==> config.mk <==
export PLATFORM = sky130hd
export DESIGN_NAME = hack_rom_loader
export DESIGN_NICKNAME = d
export VERILOG_FILES = /design/src/rtl/hack_rom_loader.sv
export SDC_FILE = /design/constraint.sdc
export NUM_CORES = 1
export LEC_CHECK = 0
export ABC_AREA = 1
export CAP_MARGIN = 20
export CORE_ASPECT_RATIO = 2
export CORE_MARGIN = 1.5
export CORE_UTILIZATION = 45
export DETAILED_ROUTE_END_ITERATION = 10
export PLACE_DENSITY = 0.65
export SYNTH_ARGS = -nofsm -noshare
export SYNTH_HDL_FRONTEND = slang
export SYNTH_SLANG_ARGS = --single-unit
==> constraint.sdc <==
create_clock -name clk -period 2.2 [get_ports clk]
set_input_delay 0.22 -clock clk [delete_from_list [all_inputs] [get_ports clk]]
set_output_delay 0.22 -clock clk [all_outputs]
set_load 0.01 [all_outputs]
==> src/rtl/hack_rom_loader.sv <==
// rtl/hack_rom_loader.sv - streams a counted, checksummed Hack program from a byte host into instruction ROM
module hack_rom_loader #(
    parameter int ADDR_W = 15
) (
    input  logic              clk,
    input  logic              reset,
    input  logic              load_req,
    input  logic              in_valid,
    input  logic [7:0]        in_data,
    output logic              in_ready,
    output logic              rom_we,
    output logic [ADDR_W-1:0] rom_addr,
    output logic [15:0]       rom_wdata,
    output logic              cpu_reset,
    output logic              done,
    output logic              error
);

    typedef enum logic [3:0] {
        IDLE, CNT_HI, CNT_LO, DATA_HI, DATA_LO, SUM_HI, SUM_LO, DONE, ERR
    } state_t;

    state_t            state, state_nx;
    logic [14:0]       remaining;
    logic [7:0]        hi_byte;
    logic [15:0]       acc;
    logic [ADDR_W-1:0] addr;
    logic              accept;
    logic              load_start;

    assign accept = in_valid && in_ready;

    always_ff @(posedge clk) begin
        if (reset) begin
            state <= IDLE;
        end else begin
            state <= state_nx;
        end
    end

    always_comb begin
        state_nx   = state;
        in_ready   = 1'b0;
        cpu_reset  = 1'b0;
        done       = 1'b0;
        error      = 1'b0;
        load_start = 1'b0;
        case (state)
            IDLE, DONE, ERR: begin
                done       = (state == DONE);
                error      = (state == ERR);
                cpu_reset  = (state == ERR);
                load_start = load_req;
                if (load_req) state_nx = CNT_HI;
            end
            CNT_HI: begin
                in_ready  = 1'b1;
                cpu_reset = 1'b1;
                // Counts above 32767 cannot fit the 15-bit word counter.
                if (accept) state_nx = in_data[7] ? ERR : CNT_LO;
            end
            CNT_LO: begin
                in_ready  = 1'b1;
                cpu_reset = 1'b1;
                if (accept) state_nx = ({remaining[14:8], in_data} == 15'd0) ? SUM_HI : DATA_HI;
            end
            DATA_HI: begin
                in_ready  = 1'b1;
                cpu_reset = 1'b1;
                if (accept) state_nx = DATA_LO;
            end
            DATA_LO: begin
                in_ready  = 1'b1;
                cpu_reset = 1'b1;
                if (accept) state_nx = (remaining == 15'd1) ? SUM_HI : DATA_HI;
            end
            SUM_HI: begin
                in_ready  = 1'b1;
                cpu_reset = 1'b1;
                if (accept) state_nx = SUM_LO;
            end
            SUM_LO: begin
                in_ready  = 1'b1;
                cpu_reset = 1'b1;
                if (accept) state_nx = ({hi_byte, in_data} == acc) ? DONE : ERR;
            end
            default: state_nx = IDLE;
        endcase
    end

    always_ff @(posedge clk) begin
        if (reset) begin
            remaining <= '0;
            hi_byte   <= '0;
            acc       <= '0;
            addr      <= '0;
            rom_we    <= 1'b0;
            rom_addr  <= '0;
            rom_wdata <= '0;
        end else begin
            rom_we <= 1'b0;
            if (load_start) begin
                acc  <= '0;
                addr <= '0;
            end
            if (accept) begin
                case (state)
                    CNT_HI:          remaining[14:8] <= in_data[6:0];
                    CNT_LO:          remaining[7:0]  <= in_data;
                    DATA_HI, SUM_HI: hi_byte         <= in_data;
                    DATA_LO: begin
                        rom_we    <= 1'b1;
                        rom_wdata <= {hi_byte, in_data};
                        rom_addr  <= addr;
                        addr      <= addr + {{(ADDR_W-1){1'b0}}, 1'b1};
                        acc       <= acc + {hi_byte, in_data};
                        remaining <= remaining - 15'd1;
                    end
                    default: ;
                endcase
            end
        end
    end

endmodule

# Word-level counts from Yosys, hierarchy flattened
# Index checks and enable logic that the tools add are counted.
# word_totals
regBits	90
input_bits	12
wordCells	70
# op_classes
bitwise_logic	1
reduce_logical	14
n_eq_ne	17
addsub	3
mux	26
# op_table
op	count
$mux 16	3
$mux 15	3
$mux 4	9
$pmux 4 s7	1
$add 16x16->16	1
$eq 16x16->1	1
$eq 4x3->1 const B	4
$pmux 8 s2	1
$add 15x1->15 const B	1
$eq 15x1->1 const B	1
$logic_not 15->1	1
$sub 15x1->15 const B	1
$ne 2x2->1 const B	7
$pmux 7 s2	1
$eq 4x2->1 const B	2
$reduce_and 2->1	4
$reduce_and 7->1	1
$mux 3	2
$reduce_or 6->1	1
$mux 1	5
$eq 4x1->1 const B	1
$eq 4x4->1 const B	1
$logic_not 4->1	1
$reduce_bool 2->1	2
5 further kinds	6

# Logic depth before layout (Yosys ltp)
# Gate-level depths: netlist (run 1).
# depth
depth_word	6
mapped_depth	13
mapped_depth_nobuf	13

# Worst setup path before layout (run 1)
# OpenSTA, ideal clock, no wires.
# synth_path
kind	register to register
startpoint	reg acc[0]
endpoint	reg acc[10]
slack_ps	570
required_ps	2091
setup_time_ps	109
n_path_buf	0
arrival_time_ps	1521
stages_incl_launch_ff	13
path_cell_list	dfxtp_1 -> ha_1 -> fa_1 -> nand3_1 -> nand2_1 -> nand2_1 -> nand2_1 -> nand3_1 -> nand2_1 -> nand2_1 -> nand3_1 -> nand2_1 -> inv_1
# synth_via
elab_chain_len	3
# synth_lines
element	line	rtl
start, declared	26	logic [15:0] acc;
start signal, assigned	116	acc <= acc + {hi_byte, in_data};
$add 16x16->16	116	
$mux 16	107	case (state)
$mux 16	106	if (accept) begin
# No other way between the ends.
# A chain may end at the register's enable or synchronous reset.

# Final worst setup path (run 1)
# layout_path
startpoint	reg state[0]
endpoint	out cpu_reset
# layout_via
elab_chain_len	3
# layout_lines
element	line	rtl
start, declared	23	state_t state, state_nx;
start signal, assigned	37	state <= state_nx;
$eq 4x3->1 (tied with other cells)	48	case (state)
$reduce_or 6->1 (no source line) or $reduce_or 3->1 (tied branches)	--	
$pmux 1 s2 *	48	
end, declared	14	output logic cpu_reset,
# Mark *: on every way between the ends. The rest lies on a longest branch, timed or not.

==> key figures, run 1 <==
CTS
  – PostCTS Resize Cnt: 0
  – Clk_lat worst skew: 340 ps
  – Postcts setup bufs: 0
  – CTS tree: built
  – Sinks on the clock net: 90
  – TritonCTS buffer count: 9
  – Number of hold buffers added after CTS: 0
  – H-tree depth: 3
  – Clk buf depth: 2
  – Clk Tree Root Cell: clkbuf_16
  – Clock-pin transition on the worst setup and hold timing paths: 60 ps

STA
  – Max Clk Rate: around 500 MHz
  – Setup_tns: 0 ps
  – WHS: 464.4 ps
  – Min cycle time layout: about 2000 ps
  – Worst Skew: 7.623 ps
  – RSZ-0062 raised after global routing: no
  – Part of the cycle the worst path needs: about nine tenths
  – Max-slew violations: 0
  – Endpoints failing hold: 0
  – Relative slew slack: 70.92%
  – Worst-margin pin slew: between 400 and 500 ps
  – # setup viols final: 0

Place
  – Placed cell count: ~950
  – Placer Congestion: 0.9609
  – I/O Buffers: 47
  – HPWL after DPL: ~11000 µm

Floorplan
  – IO Count: 48
  – Die H: between 150 and 200 µm
  – Initial Util: 46.26%
  – Die area: approximately 12000 µm²
  – Core Region: between 10000 and 15000 µm²
  – DIE WIDTH: between 70 and 80 µm
  – Num rows: 54

Synthesis
  – Yosys top cell area share: 35.80%
  – Mapped cell area: 5032 µm²
  – Synthesized instance count: around 760
  – Yosys warns: 0
  – Syn_nets: around 790
  – EDFF count, synth: 0
  – Most common cell in the synthesized netlist: nand2_1
  – Top FF cell, synth: dfxtp_1
  – Sequential-to-total area share from yosys stat: 35.80%
  – Synth top cells by count: 199 x nand2_1, 90 x dfxtp_1, 86 x inv_1
  – Largest area contributor in the netlist: dfxtp_1
  – FF+latch count, synth: 90
  – Yosys cell types: 38
  – Area contributors post-synth: dfxtp_1 36%, nand2_1 15%, a21oi_1 6.5%, inv_1 6.4%, nor2_1 6.3%
  – Avg Cell Area, Syn: about 6.6 µm²
  – Synth async-reset ratio: 0%

Run
  – Maximum Capacitance Violations: 0

Global routing
  – Largest net degree at the start of global routing: 46
  – Overall routing resource usage: 24.04%
  – GR Overflow Total: 0
  – Global-route wire length before repair: 22630 µm
  – Initial antenna violation count: 0
  – Vias in the first global route: 4897

Layout
  – Non-Filler Instances: just under 1000
  – Final core occ: 55.25%
  – ANT cells: 0
  – Filler cell count: 1093
  – Area Overhead vs Synth: 19.42%
  – Layout cells sized above 1: 7.552%
  – Nets: 847

Worst setup path
  – CP Max Fanout: 6
  – Crit start category: flip-flop
  – CP Buf/Inv Count: 1
  – R2r setup slk: around 370 ps
  – CP Cell Sequence: nor2_2, nand2_4, o21ai_0, clkdlybuf4s50_1
  – CP max-delay cell: clkdlybuf4s50_1
  – Delay-heaviest family, CP: buffers and inverters
  – WS Path Type: reg -> out
  – Element type at the critical path end: output port
  – Slowest stage delay, CP: around 550 ps
  – R2R depth: 10
  – Critical Path RT: ~2000 ps
  – Critical path depth: 4
  – Worst Path Arrival: 1770 ps

Hold path
  – Hold Path Class: reg -> reg
  – Hold path depth: 2

Routing
  – Wire per inst: 14.35 µm
  – Routed wire length: about 14000 µm
  – # DRC: 0
  – ANT nets after route: 0
  – First DRT Iteration DRCs: between 300 and 400
  – Drt first pass iters: 5
  – Vias: roughly 5000
  – Routed vias/inst: 5.215

Pwr
  – P per Cell Area: 669.6 nW/µm²
  – VDD IR max: 488.7 µV
  – Leakage power: roughly 2.7 nW

Status
  – Run status: complete, no violations
state kept, by name, indices dropped and copies added (netlist names):
| signal | flops |
|---|---|
| acc | 16 |
| addr | 15 |
| hi_byte | 8 |
| remaining | 15 |
| rom_addr | 15 |
| rom_wdata | 16 |
| rom_we | 1 |
| state | 4 |
cells in the final DEF, fill, tap and decap left out, drive strengths merged, types with 2 or more instances in the layout:
cell	count
dfxtp	90
ha	18
nand4	6
a22oi	2
inv	96
nor2	95
xnor2	4
clkdlybuf4s50	47
buf	20
o21ai	61
a31oi	5
nand3b	2
xor2	3
a21oi	65
nand3	62
nor3	16
a211oi	4
nand2	204
clkbuf	10
clkinv	2
per-stage QoR:
stage | cell area, µm² | power [mW] | setup slack, ps
after global routing | 6010 | 4.205 | 122.5
after global placement | 5715 | 2.498 | 91.80
after floorplan | 5032 | 2.247 | 569.7
after CTS | 6010 | 4.040 | 196.1
final | 6010 | 4.024 | 207.9
after detailed placement | 5715 | 2.506 | 76.30
routing by layer:
| layer | share of wire (%) | track usage, % | vias up |
|---|---|---|---|
| met1 | 37 | 23.91 | 2276 |
| met5 | 0 | 0 | - |
| met2 | 55 | 45.76 | 125 |
| met4 | 4.4 | 14.03 | 0 |
| li1 | - | - | 2574 |
| met3 | 3.6 | 3.054 | 37 |
cell families (layout without fill, tap and decap cells):
| logic type | after synthesis | after routing | synth area share, % |
|---|---|---|---|
| AOI/OAI and AO/OA | 141 | 141 | 14.64 |
| xor gates and xnor gates | 7 | 7 | 1.218 |
| adders and majority gates | 19 | 19 | 4.873 |
| buffers and inverters | 118 | 177 | 9.548 |
| DFF | 90 | 90 | 35.80 |
| and+or+nand+nor | 387 | 387 | 33.91 |
where the power goes:
part	switching [mW]	leakage, nW	internal, mW
Clock	0.663	0.143	0.886
Sequential	0.0389	0.725	1.66
Combinational	0.509	1.79	0.263
Total	1.21	2.65	2.81
final timing paths:
check / from / end
worst max-delay path: state[0] / cpu_reset
worst min-delay path: rom_addr[13] / rom_addr[13]
worst max register to register: addr[0] / addr[14]
worst min register to register: rom_addr[13] / rom_addr[13]
layout make-up:
cell class                 instances  area (µm²)  area share, %
multi-input combinational        554        2750          45.76
sequential                        90        1802          29.98
timing repair buffer              67       633.1          10.54
inverter                          94       355.3          5.913
clock buffer                      10       229.0          3.810
tap                              140       175.2          2.915
clock inverter                     6       65.06          1.083
worst min-delay path, cell delays in order (launching register included):
cell     delay [ps]
dfxtp_1         310
nand2_1          60
a21oi_1          50
(Power assumes the default switching activity.)
==> inputs of run 2 (changes only) <==
Settings changed: DONT_BUFFER_PORTS from default to 1, GPL_TIMING_DRIVEN from default to 0, PLACE_DENSITY 0.65 to 0.6, TNS_END_PERCENT from default to 100.
==> run 2 against run 1 <==
Count of clock-buffer cells in the layout grew 2. Register-to-register slack lost 60 ps. Final cell count shrank 4.2%. Die area is the same. Sequential power is essentially flat. Global-route usage grew 2.9 points. Power shrank 1.8%.
==> key figures, run 2 (same netlist as run 1, synthesis figures left out) <==
Floorplan
  – Num rows: 54 (unchanged)
  – Initial Util: 46.26% (unchanged)
  – Die H: 152.6 µm (unchanged)
  – Die area: 11860 µm² (unchanged)
  – DIE WIDTH: 77.78 µm (unchanged)
  – Core Region: 10880 µm² (unchanged)
  – IO Count: 48 (unchanged)

Global routing
  – Overall routing resource usage: 26.96% (+2.9 points)
  – Largest net degree at the start of global routing: 16 (-65%)
  – Met2 Resource Use GR: 49.90% (+4.1 points)
  – Vias in the first global route: 4961 (+1.3%)
  – GR Overflow Total: 0 (unchanged)
  – Gr busiest metal: met2
  – Met3 Track Usage GR: 4.311% (+1.3 points)
  – GR Layer Usage met1: 28.15% (+4.2 points)
  – Global-route wire length before repair: 24790 µm (+9.5%)
  – Initial antenna violation count: 0 (unchanged)

STA
  – # setup viols final: 0 (unchanged)
  – Max-slew violations: 0 (unchanged)
  – Min cycle time layout: 1893 ps (-99.04 ps)
  – Worst-margin pin slew: 770.4 ps (+335.8 ps)
  – Endpoints failing hold: 0 (unchanged)
  – Relative slew slack: 48.64% (-22 points)
  – Max Clk Rate: 528.2 MHz (+5.2%)
  – Worst setup slack after layout: 306.9 ps (+99.04 ps)
  – Worst Skew: 6.486 ps (-1.136 ps)
  – Part of the cycle the worst path needs: 86.05% (-4.5 points)
  – RSZ-0062 raised after global routing: no
  – Setup_tns: 0 ps (unchanged)

Place
  – HPWL after DPL: 11920 µm (+13%)
  – I/O Buffers: 0 (-100%)
  – Post-DP Area: 5207 µm² (-8.9%)
  – Placed cell count: 902 (-4.6%)
  – Placer Congestion: 0.9422 (-1.9%)
  – Post-place setup slack: 328.8 ps (+252.5 ps)

Layout
  – Filler cell count: 1135 (+3.8%)
  – Final instance area: 5537 µm² (-7.9%)
  – ANT cells: 0 (unchanged)
  – Most frequent cells in the layout: 199 x nand2_1, 90 x dfxtp_1, 86 x inv_1
  – Nets: 807 (-4.7%)
  – Non-Filler Instances: 921 (-4.2%)
  – Layout cells sized above 1: 7.426% (-0.13 points)
  – Commonest non-fill, non-tap cell in the layout: nand2_1
  – Top Registers: acc (16), rom_wdata (16)
  – Final core occ: 50.90% (-4.3 points)
  – Area Overhead vs Synth: 10.02%

CTS
  – Sinks on the clock net: 90 (unchanged)
  – TritonCTS buffer count: 9 (unchanged)
  – Clock-pin transition on the worst setup and hold timing paths: 70 ps (about the same)
  – H-tree depth: 3 (unchanged)
  – Clk Tree Root Cell: clkbuf_16
  – CTS tree: built
  – Clk_lat worst skew: 350 ps (about the same)
  – Number of hold buffers added after CTS: 3 (+3)
  – PostCTS Resize Cnt: 0 (unchanged)
  – Postcts setup bufs: 0 (unchanged)
  – Clk buf depth: 2 (unchanged)

Worst setup path
  – Critical Path RT: 2440 ps (+460 ps)
  – CP Cell Sequence: ha_1, fa_1, nand3_1, nand2_1, nand2_1, nand2_1, nand2_1, nand2_1, nand2_1, nand3_1, nand2_1, inv_1
  – Slowest stage delay, CP: 410 ps (-140 ps)
  – Element type at the critical path end: flip-flop
  – CP most frequent cell: nand2_1
  – CP Buf/Inv Count: 1 (unchanged)
  – Delay-heaviest family, CP: simple AND/OR/NAND/NOR gates
  – Crit start category: flip-flop
  – CP max-delay cell: fa_1
  – WS Path Type: reg -> reg
  – Worst Path Arrival: 2140 ps (+370 ps)
  – CP Max Fanout: 4 (-2)

Routing
  – # DRC: 0 (unchanged)
  – Routed vias/inst: 5.395 (+3.4%)
  – Vias: 4969 (-0.86%)
  – First DRT Iteration DRCs: 240 (-21%)
  – ANT nets after route: 0 (unchanged)
  – Wire per inst: 16.66 µm (+16%)
  – Routed wire length: 15350 µm (+11%)
  – Drt first pass iters: 5 (unchanged)

Pwr
  – Leakage power: 2.471 nW (-6.9%)
  – P per Cell Area: 714.0 nW/µm² (+6.6%)
  – VDD IR max: 437.9 µV (-10%)

Run
  – Maximum Capacitance Violations: 0 (unchanged)

Status
  – Run status: complete, no violations

Hold path
  – Hold Path Class: in -> reg
## run 2: cell types whose count changed in the layout (fill, tap and decap cells not counted), sizes merged
cell,change
dlygate4sd3,+3
clkbuf,+11
clkdlybuf4s50,-47
clkinv,-1
inv,-1
bufinv,-1
clkinvlp,+1
buf,-5
## run 2: layout make-up
type                       instances  area, µm²  share of cell area [%]
timing repair buffer               3      30.03                  0.5424
multi-input combinational        554       2750                   49.67
clock buffer                      12      266.5                   4.814
clock inverter                     4      32.53                  0.5876
buffer                            24      125.1                   2.260
inverter                          94      355.3                   6.418
sequential                        90       1802                   32.54
tap                              140      175.2                   3.164
## run 2: power by group
part           switching [mW]  internal (mW)  total, mW
clock                   0.691          0.866       1.56
combinational           0.497          0.195      0.692
sequential             0.0399           1.66       1.70
## run 2: metal layers
| metal | vias up | wire length (µm) |
|---|---|---|
| li1 | 2507 | - |
| met1 | 2298 | 5817 |
| met2 | 118 | 8166 |
| met3 | 46 | 564 |
| met4 | 0 | 798 |
| met5 | - | 0 |
## run 2: final timing paths
path                   start            to  slack (ps)  cells after the start
setup / recovery      acc[0]       acc[14]         310                     12
hold / removal    in_data[4]  remaining[4]          40                      2
setup reg to reg      acc[0]       acc[14]         310                     12
hold reg to reg       acc[0]        acc[0]         480                      2
## run 2: worst reg2reg max path, delay by kind of cell, from the launching register on
family / cells / cell delay (ps)
buf+inv: 1 / 40
flops: 1 / 320
fa+ha+maj: 2 / 630
simple gates: 9 / 830
## run 2: per-stage QoR
stage	hold WS, ps	total power, mW
after floorplan	323.1	2.247
after global placement	325.3	2.407
after detailed placement	333.6	2.420
after CTS	31.82	3.971
after global routing	40.23	4.100
final	41.80	3.953
